===== config.mk =====
export PLATFORM = sky130hd
export DESIGN_NAME = sync_fifo
export DESIGN_NICKNAME = d
export VERILOG_FILES = /design/src/rtl/fifo_pkg.sv /design/src/rtl/fifo_mem.sv /design/src/rtl/sync_fifo.sv
export SDC_FILE = /design/constraint.sdc
export NUM_CORES = 1
export LEC_CHECK = 0
export ABC_AREA = 0
export BUFFER_PORTS_ARGS = -buffer_cell sky130_fd_sc_hd__buf_2
export CAP_MARGIN = 20
export CORE_ASPECT_RATIO = 1.5
export CORE_MARGIN = 3
export CORE_UTILIZATION = 60
export CTS_BUF_LIST = sky130_fd_sc_hd__clkbuf_2 sky130_fd_sc_hd__clkbuf_4 sky130_fd_sc_hd__clkbuf_8
export CTS_CLUSTER_SIZE = 20
export DETAILED_ROUTE_END_ITERATION = 10
export PLACE_DENSITY = 0.79
export SLEW_MARGIN = 30
export SYNTH_ARGS = -nofsm -noshare
export SYNTH_HDL_FRONTEND = slang
export SYNTH_HIERARCHICAL = 1
export SYNTH_SLANG_ARGS = --single-unit

===== constraint.sdc =====
create_clock -name clk -period 4.88 [get_ports clk]
set_input_delay 0.244 -clock clk [delete_from_list [all_inputs] [get_ports clk]]
set_output_delay 0.244 -clock clk [all_outputs]
set_load 0.02 [all_outputs]

===== src/rtl/fifo_pkg.sv =====
// Shared constants for the synchronous FIFO slice.
// Default geometry used by sync_fifo and fifo_mem when no parameters are overridden.
package fifo_pkg;

  localparam int FIFO_WIDTH = 32;
  localparam int FIFO_DEPTH = 8;

endpackage


===== src/rtl/fifo_mem.sv =====
// Register-array storage for the FIFO: one synchronous write port and one
// combinational read port so the head entry can fall through without a cycle of delay.
module fifo_mem
  import fifo_pkg::*;
#(
  parameter int WIDTH = FIFO_WIDTH,
  parameter int DEPTH = FIFO_DEPTH
) (
  input  logic                       clk,
  input  logic                       we,
  input  logic [$clog2(DEPTH)-1:0]   waddr,
  input  logic [WIDTH-1:0]           wdata,
  input  logic [$clog2(DEPTH)-1:0]   raddr,
  output logic [WIDTH-1:0]           rdata
);

  logic [WIDTH-1:0] mem [DEPTH];

  // Contents are deliberately not reset; the controller masks them while empty.
  always_ff @(posedge clk) begin
    if (we) begin
      mem[waddr] <= wdata;
    end
  end

  assign rdata = mem[raddr];

endmodule


===== src/rtl/sync_fifo.sv =====
// Single-clock first-word-fall-through FIFO: pointer, occupancy and error-pulse
// control around a fifo_mem register array.
module sync_fifo
  import fifo_pkg::*;
#(
  parameter int WIDTH = FIFO_WIDTH,
  parameter int DEPTH = FIFO_DEPTH
) (
  input  logic                     clk,
  input  logic                     reset,
  input  logic                     wr_en,
  input  logic [WIDTH-1:0]         wr_data,
  output logic                     full,
  input  logic                     rd_en,
  output logic [WIDTH-1:0]         rd_data,
  output logic                     empty,
  output logic [$clog2(DEPTH):0]   count,
  output logic                     wr_err,
  output logic                     rd_err
);

  localparam int AW = $clog2(DEPTH);
  localparam int CW = AW + 1;

  logic [AW-1:0]    wr_ptr;
  logic [AW-1:0]    rd_ptr;
  logic             wr_accept;
  logic             rd_accept;
  logic             mem_we;
  logic [WIDTH-1:0] mem_rdata;

  assign full  = (count == CW'(DEPTH));
  assign empty = (count == '0);

  // A full FIFO still takes a write when a read frees the head slot on the same edge.
  always_comb begin
    rd_accept = rd_en && !empty;
    wr_accept = wr_en && (!full || rd_en);
    mem_we    = wr_accept && reset;
  end

  always_ff @(posedge clk) begin
    if (!reset) begin
      wr_ptr <= '0;
      rd_ptr <= '0;
      count  <= '0;
      wr_err <= 1'b0;
      rd_err <= 1'b0;
    end else begin
      if (wr_accept) begin
        wr_ptr <= wr_ptr + AW'(1);
      end
      if (rd_accept) begin
        rd_ptr <= rd_ptr + AW'(1);
      end
      case ({wr_accept, rd_accept})
        2'b10:   count <= count + CW'(1);
        2'b01:   count <= count - CW'(1);
        default: count <= count;
      endcase
      wr_err <= wr_en && full && !rd_en;
      rd_err <= rd_en && empty;
    end
  end

  fifo_mem #(
    .WIDTH (WIDTH),
    .DEPTH (DEPTH)
  ) u_mem (
    .clk   (clk),
    .we    (mem_we),
    .waddr (wr_ptr),
    .wdata (wr_data),
    .raddr (rd_ptr),
    .rdata (mem_rdata)
  );

  // Stale storage must never leak out while the FIFO holds nothing.
  assign rd_data = empty ? '0 : mem_rdata;

endmodule


After elaboration in Yosys (flattened, before gate mapping) --
Memory sizes are Yosys's and may differ from the RTL's. A register that Yosys moved wholly into a read port is not among the register bits. Cells that the tools add are included.
Operators by class: eq/ne operators 3, reductions and logical operators 12, multiplexer cells 6, add/subtract/negate cells 4
Operator list (count):
- 2-to-1 mux 32 bit | 1
- case mux 4 bit (2 select lines) | 1
- adder 3 x 1 -> 3 bit, second input constant | 2
- logical AND 1 bit | 6
- 2-to-1 mux 3 bit | 2
- adder 4 x 1 -> 4 bit, second input constant | 1
- == test 4 bit, second input constant | 1
- logical NOT 4 bit | 1
- subtractor 4 x 1 -> 4 bit, second input constant | 1
- logical NOT 1 bit | 3
- == test 2 x 1 -> 1 bit, second input constant | 1
- == test 2 bit, second input constant | 1
- 2-to-1 mux 1 bit | 2
- nonzero test 2 bit | 1
- logical OR 1 bit | 1
Storage, ports and cells: memories kept 1, bits in registers 12, bits in writable memories 256, input bits 36
Memory list:
- u_mem.mem | words 8, width 32, read ports 1, clocked after Yosys merged registers in 1, wr ports 1, RTL line fifo_mem.sv:17 | logic [WIDTH-1:0] mem [DEPTH];

Longest topological paths before layout --
Gate-level depths: netlist (run 1).
depth after elaboration 7, mapped depth 10, mapped depth without buffers 9

By module --
The synthesis (run 1) kept the hierarchy.
Modules (own cells, without submodules):
- fifo_mem | seq. area each 7687.4 µm², cells each 383, area each 9825.7 µm², times used 1
- sync_fifo | seq. area each 240.2 µm², cells each 98, area each 830.8 µm², times used 1

Worst setup path after synthesis (run 1) --
No wires, ideal clock.
path kind register to register, from register count[0], to memory u_mem/mem[0][0] (netlist bit), enable pin, path buffers 0, period minus slack after synthesis 3.763 ns, slack 1.117 ns, stages on the path, launching flop included 6, arrival time 3.302 ns, data required time 4.419 ns, setup time 0.461 ns, cell sequence dfxtp_1 -> or4b_4 -> o21ai_4 -> nor2_1 -> nand2b_1 -> nor3_1
On the way: cells in the longest elaborated chain, start to end 7
RTL lines:
- start: declaration | RTL line sync_fifo.sv:17 | output logic [$clog2(DEPTH):0] count,
- start signal: assignment | RTL line sync_fifo.sv:57 | 2'b10: count <= count + CW'(1);
- start signal: assignment | RTL line sync_fifo.sv:58 | 2'b01: count <= count - CW'(1);
- start signal: assignment | RTL line sync_fifo.sv:59 | default: count <= count;
- == test 4 bit | RTL line sync_fifo.sv:32 | assign full = (count == CW'(DEPTH));
- logical NOT 1 bit | RTL line sync_fifo.sv:38 | wr_accept = wr_en && (!full || rd_en);
- logical OR 1 bit | RTL line sync_fifo.sv:38
- logical AND 1 bit | RTL line sync_fifo.sv:38
- logical AND 1 bit | RTL line sync_fifo.sv:39 | mem_we = wr_accept && reset;
- named net mem_we | RTL line sync_fifo.sv:29 | logic mem_we;
- 2-to-1 mux 1 bit | RTL line fifo_mem.sv:21 | if (we) begin
- 2-to-1 mux 1 bit (not written as such) | RTL line fifo_mem.sv:22 | mem[waddr] <= wdata;
- end: declaration | RTL line fifo_mem.sv:17
The timed path passes the listed nets, and every way through them passes these cells.

==> results_dict.tcl, run 1 <==
set metrics [dict create \
    status "complete, no violations" \
    grt_max_degree 52 \
    reg2reg_depth 10 \
    avgRoutedWirePerCell_microns 22.9 \
    layout_worst_path_cycle_share 0.694 \
    rsz0062_at_grt "false" \
    yosysTopAreaCell "edfxtp_1" \
    hold_viol 0 \
    ctsHoldBuffers 23 \
    nets 655 \
    grt_overflow_total 0 \
    fmax_mhz 295 \
    core_area_sq_um 17400 \
    cts_tree "built" \
    grt_pass1_vias 5482 \
    vias_per_cell 5.99 \
    ys_ff_latch 268 \
    port-buffer-count 75 \
    h-tree-depth 2 \
    initial_core_util 0.612 \
    firstDrtPassIters 4 \
    p_total_mw 5.69 \
    post_cts_resized 0 \
    ys_top_cells_by_area "edfxtp_1, mux4_1, mux4_2" \
    antenna_found_initial 1 \
    drtAntennaViolNets 0 \
    setup_ws_ns 1.49 \
    total_leakage_power_nw 4.22 \
    globalRouteTotalUtil 0.211 \
    final_cell_mix "edfxtp_1, buf_2, mux4_1, clkbuf_8, nor2b_1" \
    io_pins 76 \
    wl_microns 19600 \
    slew-limit-headroom 0.387 \
    ys_warn_count 6 \
    dp.cells 764 \
    clk_path_buf_depth 3 \
    whs_ns 0.0205 \
    synth.net_count 522 \
    gp_congestion 0.715 \
    cp-end-kind "output port" \
    maxSlewViolCount 0 \
    cap_violations 0 \
    synth.distinct_cells 33 \
    hold_class "in2reg" \
    crit_end "rd_data[2]" \
    regArea_sq_um 7940 \
    placed_cell_area_sq_um 11500 \
    worstPathMaxFanout 51 \
    final_cells 853 \
    dr_total_vias 5107 \
    clkSlewWorstSetupHoldPaths_ns 0.06 \
    die_height_microns 169 \
    dp_hpwl_microns 12000 \
    dieArea_sq_um 19400 \
    postLayoutCellArea_sq_um 12500 \
    power_density_nw_per_um2 454 \
    cts-buffers-inserted 38 \
    final_core_util 0.719 \
    ys_seq_area_frac 0.744 \
    fin_crit_ns 3.39 \
    setup_viol 0 \
    holdPathStages 1 \
    syn_to_final_growth_pct 17.5 \
    post-route-drc-count 0 \
    postSynthCellCount 481 \
    post_cts_buffers 0 \
    layout_commonest_cell "edfxtp_1" \
    n_antenna_cell 0 \
    cts_root_buffer "clkbuf_8" \
    max-vdd-ir-drop_uv 243 \
    dp_slack_ns 1.95 \
    clock_latency_ns 0.50 \
    drive_gt1_frac 0.345 \
    std_cell_rows 59 \
    cts.sinks 268 \
    worstSetupPathType "reg2out" \
    cp-startpoint "rd_ptr[0]" \
    drt_iter0_drc 330 \
    clock_skew_ns 0.0109 \
    postSynthAreaPerCell_sq_um 22.2 \
    worst_setup_path_start_kind "register" \
    cp.required_ns 4.64 \
    r2r_setup_slack_ns 2.07 \
    synthesis.area_sq_um 10700 \
    fin_tns_setup_ns 0 \
    cp.arrival_ns 3.14 \
    timing.rr.start "count[1]" \
    fillCellCount 978 \
    fp.dieW_microns 115 \
    multiInputGateArea_sq_um 2630 \
    worst_pin_slew_ns 0.920 \
    synth_top_area_share 0.721 \
    reg2reg_to "count[2]" \
    grt_pass1_wl_microns 30700 \
]
==> metal layers <==
| layer | GRT usage | share of wire | wire [microns] |
|---|---|---|---|
| met5 | 0 | 0.00066 | 13 |
| met2 | 0.361 | 0.54 | 10500 |
| met1 | 0.277 | 0.39 | 7540 |
| met4 | 0.0756 | 0.026 | 499 |
| met3 | 0.0353 | 0.052 | 1010 |
==> report_power, final <==
| group | total (mW) | leakage, nW | internal, mW | switching, mW |
|---|---|---|---|---|
| clock network | 1.70 | 0.396 | 0.954 | 0.749 |
| logic | 1.24 | 1.41 | 0.598 | 0.646 |
| registers | 2.74 | 2.41 | 2.59 | 0.154 |
| total | 5.69 | 4.22 | 4.14 | 1.55 |
==> state kept, by name (all words and copies together) (netlist names) <==
name       flops
u_mem/mem    256
count          4
rd_ptr         3
wr_ptr         3
rd_err         1
wr_err         1
==> how the worst min path moves through the flow <==
| stage | startpoint | endpoint |
|---|---|---|
| 3_5_place_dp | wr_data[17] | u_mem/mem[7][17] |
| 5_1_grt | wr_data[24] | u_mem/mem[2][24] |
| 2_1_floorplan | rd_en | wr_err |
| 6_report | wr_data[2] | u_mem/mem[1][2] |
| 3_3_place_gp | wr_data[14] | u_mem/mem[3][14] |
| 4_1_cts | wr_data[23] | u_mem/mem[1][23] |
==> cell usage after synthesis, drive strengths merged <==
cell,number
clkinv,1
o21ai,4
o211ai,1
mux4,64
inv,1
dfxtp,12
xor2,6
nand3,1
nor2b,33
nor2,15
nand3b,1
buf,19
o22ai,1
edfxtp,256
nor4,1
nor3,3
or4b,1
a32o,1
xnor2,1
mux2,32
or3,1
nand2,6
nand2b,5
mux2i,3
clkbuf,3
nor3b,1
and3,1
ha,5
a21oi,2
==> logic make-up after synthesis <==
group | after synthesis | share of synthesized area
xor+xnor | 7 | 0.00575
compound gates | 9 | 0.00611
fa+ha+maj | 5 | 0.00587
buf+inv | 24 | 0.0149
simple gates | 69 | 0.0375
flops | 268 | 0.744
mux | 99 | 0.186
==> final cells by class <==
class                      count  area share
clock buffer                  53      0.0512
clock inverter                13     0.00869
inverter                       2    0.000599
multi-input combinational    189       0.210
sequential                   268       0.634
tap                          213      0.0213
timing repair buffer         115      0.0747
==> critical path: stages (launching register included) <==
cell and delay (ns):
dfxtp_4 0.95, buf_4 0.44, mux4_1 0.61, mux2_2 0.30, nor2b_1 0.13, buf_2 0.17
(Power assumes the default switching activity.)
==> run 2, diff against run 1 <==
--- a/config.mk
+++ b/config.mk
@@ -5,7 +5,7 @@
 export SDC_FILE = /design/constraint.sdc
 export NUM_CORES = 1
 export LEC_CHECK = 0
-export ABC_AREA = 0
+export ABC_AREA = 1
 export BUFFER_PORTS_ARGS = -buffer_cell sky130_fd_sc_hd__buf_2
 export CAP_MARGIN = 20
 export CORE_ASPECT_RATIO = 1.5
==> constraint.sdc (replaced) <==
create_clock -name clk -period 3.3 [get_ports clk]
set_input_delay 0.165 -clock clk [delete_from_list [all_inputs] [get_ports clk]]
set_output_delay 0.165 -clock clk [all_outputs]
set_load 0.02 [all_outputs]
==> results_dict.tcl, run 2 <==
set metrics [dict create \
    status "complete, no violations" \
    slowest_stage "clkinv_2" \
    crit_cells 10 \
    r2r_setup_slack_ns 0.97 \
    postLayoutCellArea_sq_um 13900 \
    std_cell_rows 63 \
    hold_class "in2reg" \
    dp_slack_ns 0.998 \
    whs_ns 0.462 \
    dr_total_vias 8463 \
    cap_violations 0 \
    cts.sinks 268 \
    muxShareOfSynthArea 0 \
    sw_frac_of_total 0.357 \
    placed_cell_area_sq_um 12800 \
    io_pins 76 \
    cp_num_buf_inv 4 \
    max-vdd-ir-drop_uv 467 \
    antenna_found_initial 0 \
    synth.distinct_cells 27 \
    cts-buffers-inserted 39 \
    reg2reg_depth 9 \
    synthesis.area_sq_um 12100 \
    worst_setup_path_start_kind "register" \
    synth-xor-area-share 0.00216 \
    dp_hpwl_microns 14200 \
    max_stage_delay_ns 0.45 \
    total_leakage_power_nw 6.62 \
    synth_adder_area_share 0.00515 \
    cts_root_buffer "clkbuf_8" \
    clock_latency_ns 0.52 \
    path_cells "clkinv_2 > buf_12 > nand2_1 > nand3_1 > nand2_1 > nand2_1 > nand2_1 > inv_1 > nor2_1 > buf_2" \
    multiInputGateArea_sq_um 2780 \
    hold_viol 0 \
    final_core_util 0.701 \
    clock_skew_ns 0.0307 \
    synth.net_count 1318 \
    largest_register "u_mem/mem" \
    wl_microns 25700 \
    initial_core_util 0.611 \
    synth_top_area_share 0.633 \
    p_total_mw 9.65 \
    power_density_nw_per_um2 693 \
    pwr-share-seq 0.404 \
    post-route-drc-count 0 \
    drt_iter0_drc 771 \
    grt_overflow_total 0 \
    ys_warn_count 6 \
    yosys.area_share.simple 0.209 \
    nets 1434 \
    grt_pass1_vias 8617 \
    firstDrtPassIters 7 \
    fp.dieW_microns 122 \
    critPathMostFrequentCell "nand2_1" \
    dp.cells 1575 \
    synth_top_family_by_area "simple AND/OR/NAND/NOR gates" \
    critPathTopFamily "buffers and inverters" \
    intPower_mw 6.21 \
    async_flop_share 0 \
    fmax_mhz 362 \
    largest_registers "u_mem/mem x256, count x4" \
    globalRouteTotalUtil 0.242 \
    holdPathStages 2 \
    setup_viol 0 \
    reg2reg_to "u_mem/mem[0][20]" \
    crit_end "rd_data[31]" \
    grt_pass1_wl_microns 41900 \
    avgRoutedWirePerCell_microns 15.3 \
    p_sw_mw 3.44 \
    timing.rr.start "count[2]" \
    yosysTopAreaCell "edfxtp_1" \
    worstSetupPathType "reg2out" \
    drtAntennaViolNets 0 \
    regArea_sq_um 7930 \
    synth_commonest_cells "nand2_1, inv_1, edfxtp_1" \
    final_cells 1683 \
    layout_worst_path_cycle_share 0.838 \
    maxSlewViolCount 0 \
    worst_pin_slew_ns 0.831 \
    gp_congestion 0.784 \
    worstPathMaxFanout 44 \
    n_antenna_cell 0 \
    postSynthCellCount 1277 \
    fin_tns_setup_ns 0 \
    largest_reg_flops 256 \
    postSynthAreaPerCell_sq_um 9.51 \
    port-buffer-count 75 \
    synthFlopType "edfxtp_1" \
    synth_compound_area_frac 0.00690 \
    ys_top_cells_by_area "edfxtp_1, nand2_1, inv_1" \
    fin_crit_ns 2.76 \
    vias_per_cell 5.03 \
    die_height_microns 180 \
    cp-startpoint "rd_ptr[0]" \
    rsz0062_at_grt "false" \
    dieArea_sq_um 22000 \
    h-tree-depth 2 \
    synth_most_common_cell "nand2_1" \
    cts_tree "built" \
    layout_commonest_cell "nand2_1" \
    clk_path_buf_depth 3 \
    synth_edf_count 256 \
    cp.arrival_ns 2.60 \
    final_cell_mix "nand2_1, inv_1, edfxtp_1, nand3_1, buf_2" \
    clkSlewWorstSetupHoldPaths_ns 0.06 \
    syn_to_final_growth_pct 14.6 \
    cp-end-kind "output port" \
    fillCellCount 1448 \
    core_area_sq_um 19900 \
    cp.required_ns 3.13 \
    pwr-share-comb 0.326 \
    p_clk_frac 0.270 \
    setup_ws_ns 0.536 \
    grt_max_degree 132 \
    ys_seq_area_frac 0.653 \
    slew-limit-headroom 0.446 \
    drive_gt1_frac 0.127 \
    ys_ff_latch 268 \
]
run 2: cell count changes in the layout (fill, tap and decap cells not counted), sizes merged, moves of 14 or more:
cell,change
dlygate4sd3,+14
inv,+310
mux2,-32
mux4,-64
nand2,+429
nand3,+132
nor2,+35
nor2b,-33
run 2: kinds of logic (layout without fill, tap and decap cells):
family / after synthesis / count (layout)
XOR/XNOR: 3 / 3
flip-flops: 268 / 268
adder cells (fa/ha/maj): 5 / 5
AND/OR/NAND/NOR: 622 / 622
buffers and inverters: 363 / 509
AO/OA/AOI/OAI: 16 / 16
run 2: area by class of cell:
| cell class | count | share of cell area |
|---|---|---|
| clock buffers | 56 | 0.0486 |
| clock inverters | 15 | 0.00692 |
| inverters | 311 | 0.0839 |
| multi-input cells | 646 | 0.199 |
| flip-flops and latches | 268 | 0.570 |
| well taps | 260 | 0.0234 |
| repair buffers | 127 | 0.0679 |
run 2: what timing repair did:
| item | in CTS | in global routing |
|---|---|---|
| endpoints found under the hold margin | 264 | 0 |
| buffers inserted | 0 | 0 |
| resized for setup | 0 | 0 |
| hold buffers | 37 | 0 |
run 2: power by group through the flow:
stage          sequential, mW  clock [mW]  combinational (mW)
6_report                 3.90        2.61                3.15
5_1_grt                  3.91        2.79                3.53
2_1_floorplan            3.99           0                2.27
3_5_place_dp             3.98           0                3.10
4_1_cts                  3.90        2.65                3.16
3_3_place_gp             3.97           0                3.05
run 2: worst min path at each step:
stage | from | end
floorplan | wr_data[0] | u_mem/mem[0][0]
global placement | wr_data[13] | u_mem/mem[7][13]
detailed placement | wr_data[15] | u_mem/mem[3][15]
CTS | wr_data[10] | u_mem/mem[3][10]
global route | wr_data[6] | u_mem/mem[5][6]
finish | wr_data[13] | u_mem/mem[7][13]
run 2: metal layers:
metal,share of wire,global-route usage,vias up
li1,-,-,4159
met1,0.38,0.291,3955
met2,0.53,0.434,279
met3,0.054,0.0345,70
met4,0.032,0.0928,0
met5,0,0,-
==> run 3, diff against run 2 <==
--- a/config.mk
+++ b/config.mk
@@ -10,7 +10,7 @@
 export CAP_MARGIN = 20
 export CORE_ASPECT_RATIO = 1.5
 export CORE_MARGIN = 3
-export CORE_UTILIZATION = 60
+export CORE_UTILIZATION = 57
 export CTS_BUF_LIST = sky130_fd_sc_hd__clkbuf_2 sky130_fd_sc_hd__clkbuf_4 sky130_fd_sc_hd__clkbuf_8
 export CTS_CLUSTER_SIZE = 20
 export DETAILED_ROUTE_END_ITERATION = 10
==> constraint.sdc (replaced) <==
create_clock -name clk -period 2.2 [get_ports clk]
set_input_delay 0.11 -clock clk [delete_from_list [all_inputs] [get_ports clk]]
set_output_delay 0.11 -clock clk [all_outputs]
set_load 0.02 [all_outputs]
==> results_dict.tcl, run 3 (synthesized netlist as in run 2, its figures left out) <==
set metrics [dict create \
    worstSetupPathType "reg2out" \
    cts_root_buffer "clkbuf_8" \
    min_to "u_mem/mem[0][7]" \
    initial_core_util 0.588 \
    fin_tns_setup_ns 0 \
    drive_gt1_frac 0.127 \
    globalRouteTotalUtil 0.206 \
    reg2reg_to "count[2]" \
    maxSlewViolCount 0 \
    gp_congestion 0.773 \
    layout_worst_path_cycle_share 0.939 \
    cp.required_ns 2.09 \
    std_cell_rows 64 \
    total_leakage_power_nw 6.67 \
    power_density_nw_per_um2 1020 \
    clock_skew_ns 0.0154 \
    nets 1444 \
    cp.arrival_ns 1.96 \
    port-buffer-count 75 \
    post_cts_buffers 0 \
    die_height_microns 185 \
    firstDrtPassIters 5 \
    dr_total_vias 8336 \
    clk_path_buf_depth 3 \
    wl_microns 24400 \
    final_cell_mix "nand2_1, inv_1, edfxtp_1, nand3_1, buf_2" \
    p_total_mw 14.4 \
    cts.sinks 268 \
    fp.dieW_microns 125 \
    avgRoutedWirePerCell_microns 14.4 \
    drt_iter0_drc 735 \
    largest_register "u_mem/mem" \
    placed_cell_area_sq_um 12900 \
    core_area_sq_um 20700 \
    io_pins 76 \
    status "complete, no violations" \
    min_from "wr_data[7]" \
    worstPathMaxFanout 29 \
    grt_pass1_wl_microns 38500 \
    reg2reg_depth 13 \
    worst_setup_path_start_kind "register" \
    cp-startpoint "rd_ptr[1]" \
    syn_to_final_growth_pct 16.1 \
    timing.rr.start "count[2]" \
    setup_ws_ns 0.134 \
    rsz0062_at_grt "false" \
    worst_pin_slew_ns 0.444 \
    h-tree-depth 2 \
    fin_crit_ns 2.07 \
    holdPathStages 2 \
    vias_per_cell 4.92 \
    cts_tree "built" \
    largest_registers "u_mem/mem x256, count x4" \
    largest_reg_flops 256 \
    max-vdd-ir-drop_uv 909 \
    fmax_mhz 484 \
    cts-buffers-inserted 38 \
    clock_latency_ns 0.51 \
    dp_hpwl_microns 14500 \
    grt_max_degree 83 \
    slew-limit-headroom 0.704 \
    hold_class "in2reg" \
    layout_commonest_cell "nand2_1" \
    post-route-drc-count 0 \
    antenna_found_initial 0 \
    r2r_setup_slack_ns 0.16 \
    dieArea_sq_um 23100 \
    grt_pass1_vias 8222 \
    cp-end-kind "output port" \
    hold_viol 0 \
    drtAntennaViolNets 0 \
    clkSlewWorstSetupHoldPaths_ns 0.06 \
    setup_viol 0 \
    grt_overflow_total 0 \
    dp_slack_ns 0.171 \
    cap_violations 0 \
    postLayoutCellArea_sq_um 14100 \
]
-- run 3: report_power, final --
part           switching [mW]  internal [mW]  total (mW)
combinational            3.27           1.61        4.89
sequential              0.117           5.76        5.88
clock                    1.73           1.88        3.61
-- run 3: layout make-up --
cell class | instances | area, sq um
clock buffer | 44 | 581
tap | 264 | 330
sequential | 268 | 7930
antenna | 1 | 2.50
fill | 1463 | 6560
multi-input combinational | 646 | 2780
timing repair buffer | 138 | 1160
inverter | 311 | 1170
clock inverter | 24 | 130
-- run 3: stage by stage --
step | hold slack, ns | utilization | cells
after detailed placement | 0.365 | 0.626 | 1588
after global routing | 0.396 | 0.682 | 1695
after CTS | 0.388 | 0.679 | 1694
after global placement | 0.368 | 0.626 | 1588
final | 0.410 | 0.682 | 1696
after floorplan | 0.209 | - | 1277
-- run 3: worst max-delay path by stage --
stage / depth (start not counted) / end / slack (ns)
2_1_floorplan: 8 / u_mem/mem[5][0] / -0.19
3_3_place_gp: 12 / count[2] / 0.25
6_report: 9 / rd_data[12] / 0.13
4_1_cts: 10 / rd_data[2] / 0.03
3_5_place_dp: 13 / count[2] / 0.17
5_1_grt: 9 / rd_data[11] / 0.006
-- run 3: worst max-delay path, stage by stage (launching register included) --
cell     delay (ns)
dfxtp_2        0.36
inv_6          0.18
buf_12         0.22
nand3_1        0.15
nand2_1        0.09
nand2_1        0.05
nand2_1        0.08
inv_1          0.04
nor2_1         0.08
buf_2          0.17
-- run 3: what timing repair did --
item / 4_1_cts / 5_1_grt
pin swaps: 0 / 1
endpoints found under the setup margin: 3 / 27
hold buffers: 38 / 0
gates resized for setup: 2 / 12
gates cloned: 0 / 1
hold endpoints to repair: 265 / 0
-- run 3: routing by layer --
layer | up-vias | routed length [microns] | global-route usage
met1 | 3858 | 9810 | 0.243
met3 | 54 | 1150 | 0.0260
met2 | 243 | 12800 | 0.384
met5 | - | 0 | 0
met4 | 0 | 652 | 0.0816
li1 | 4181 | - | -
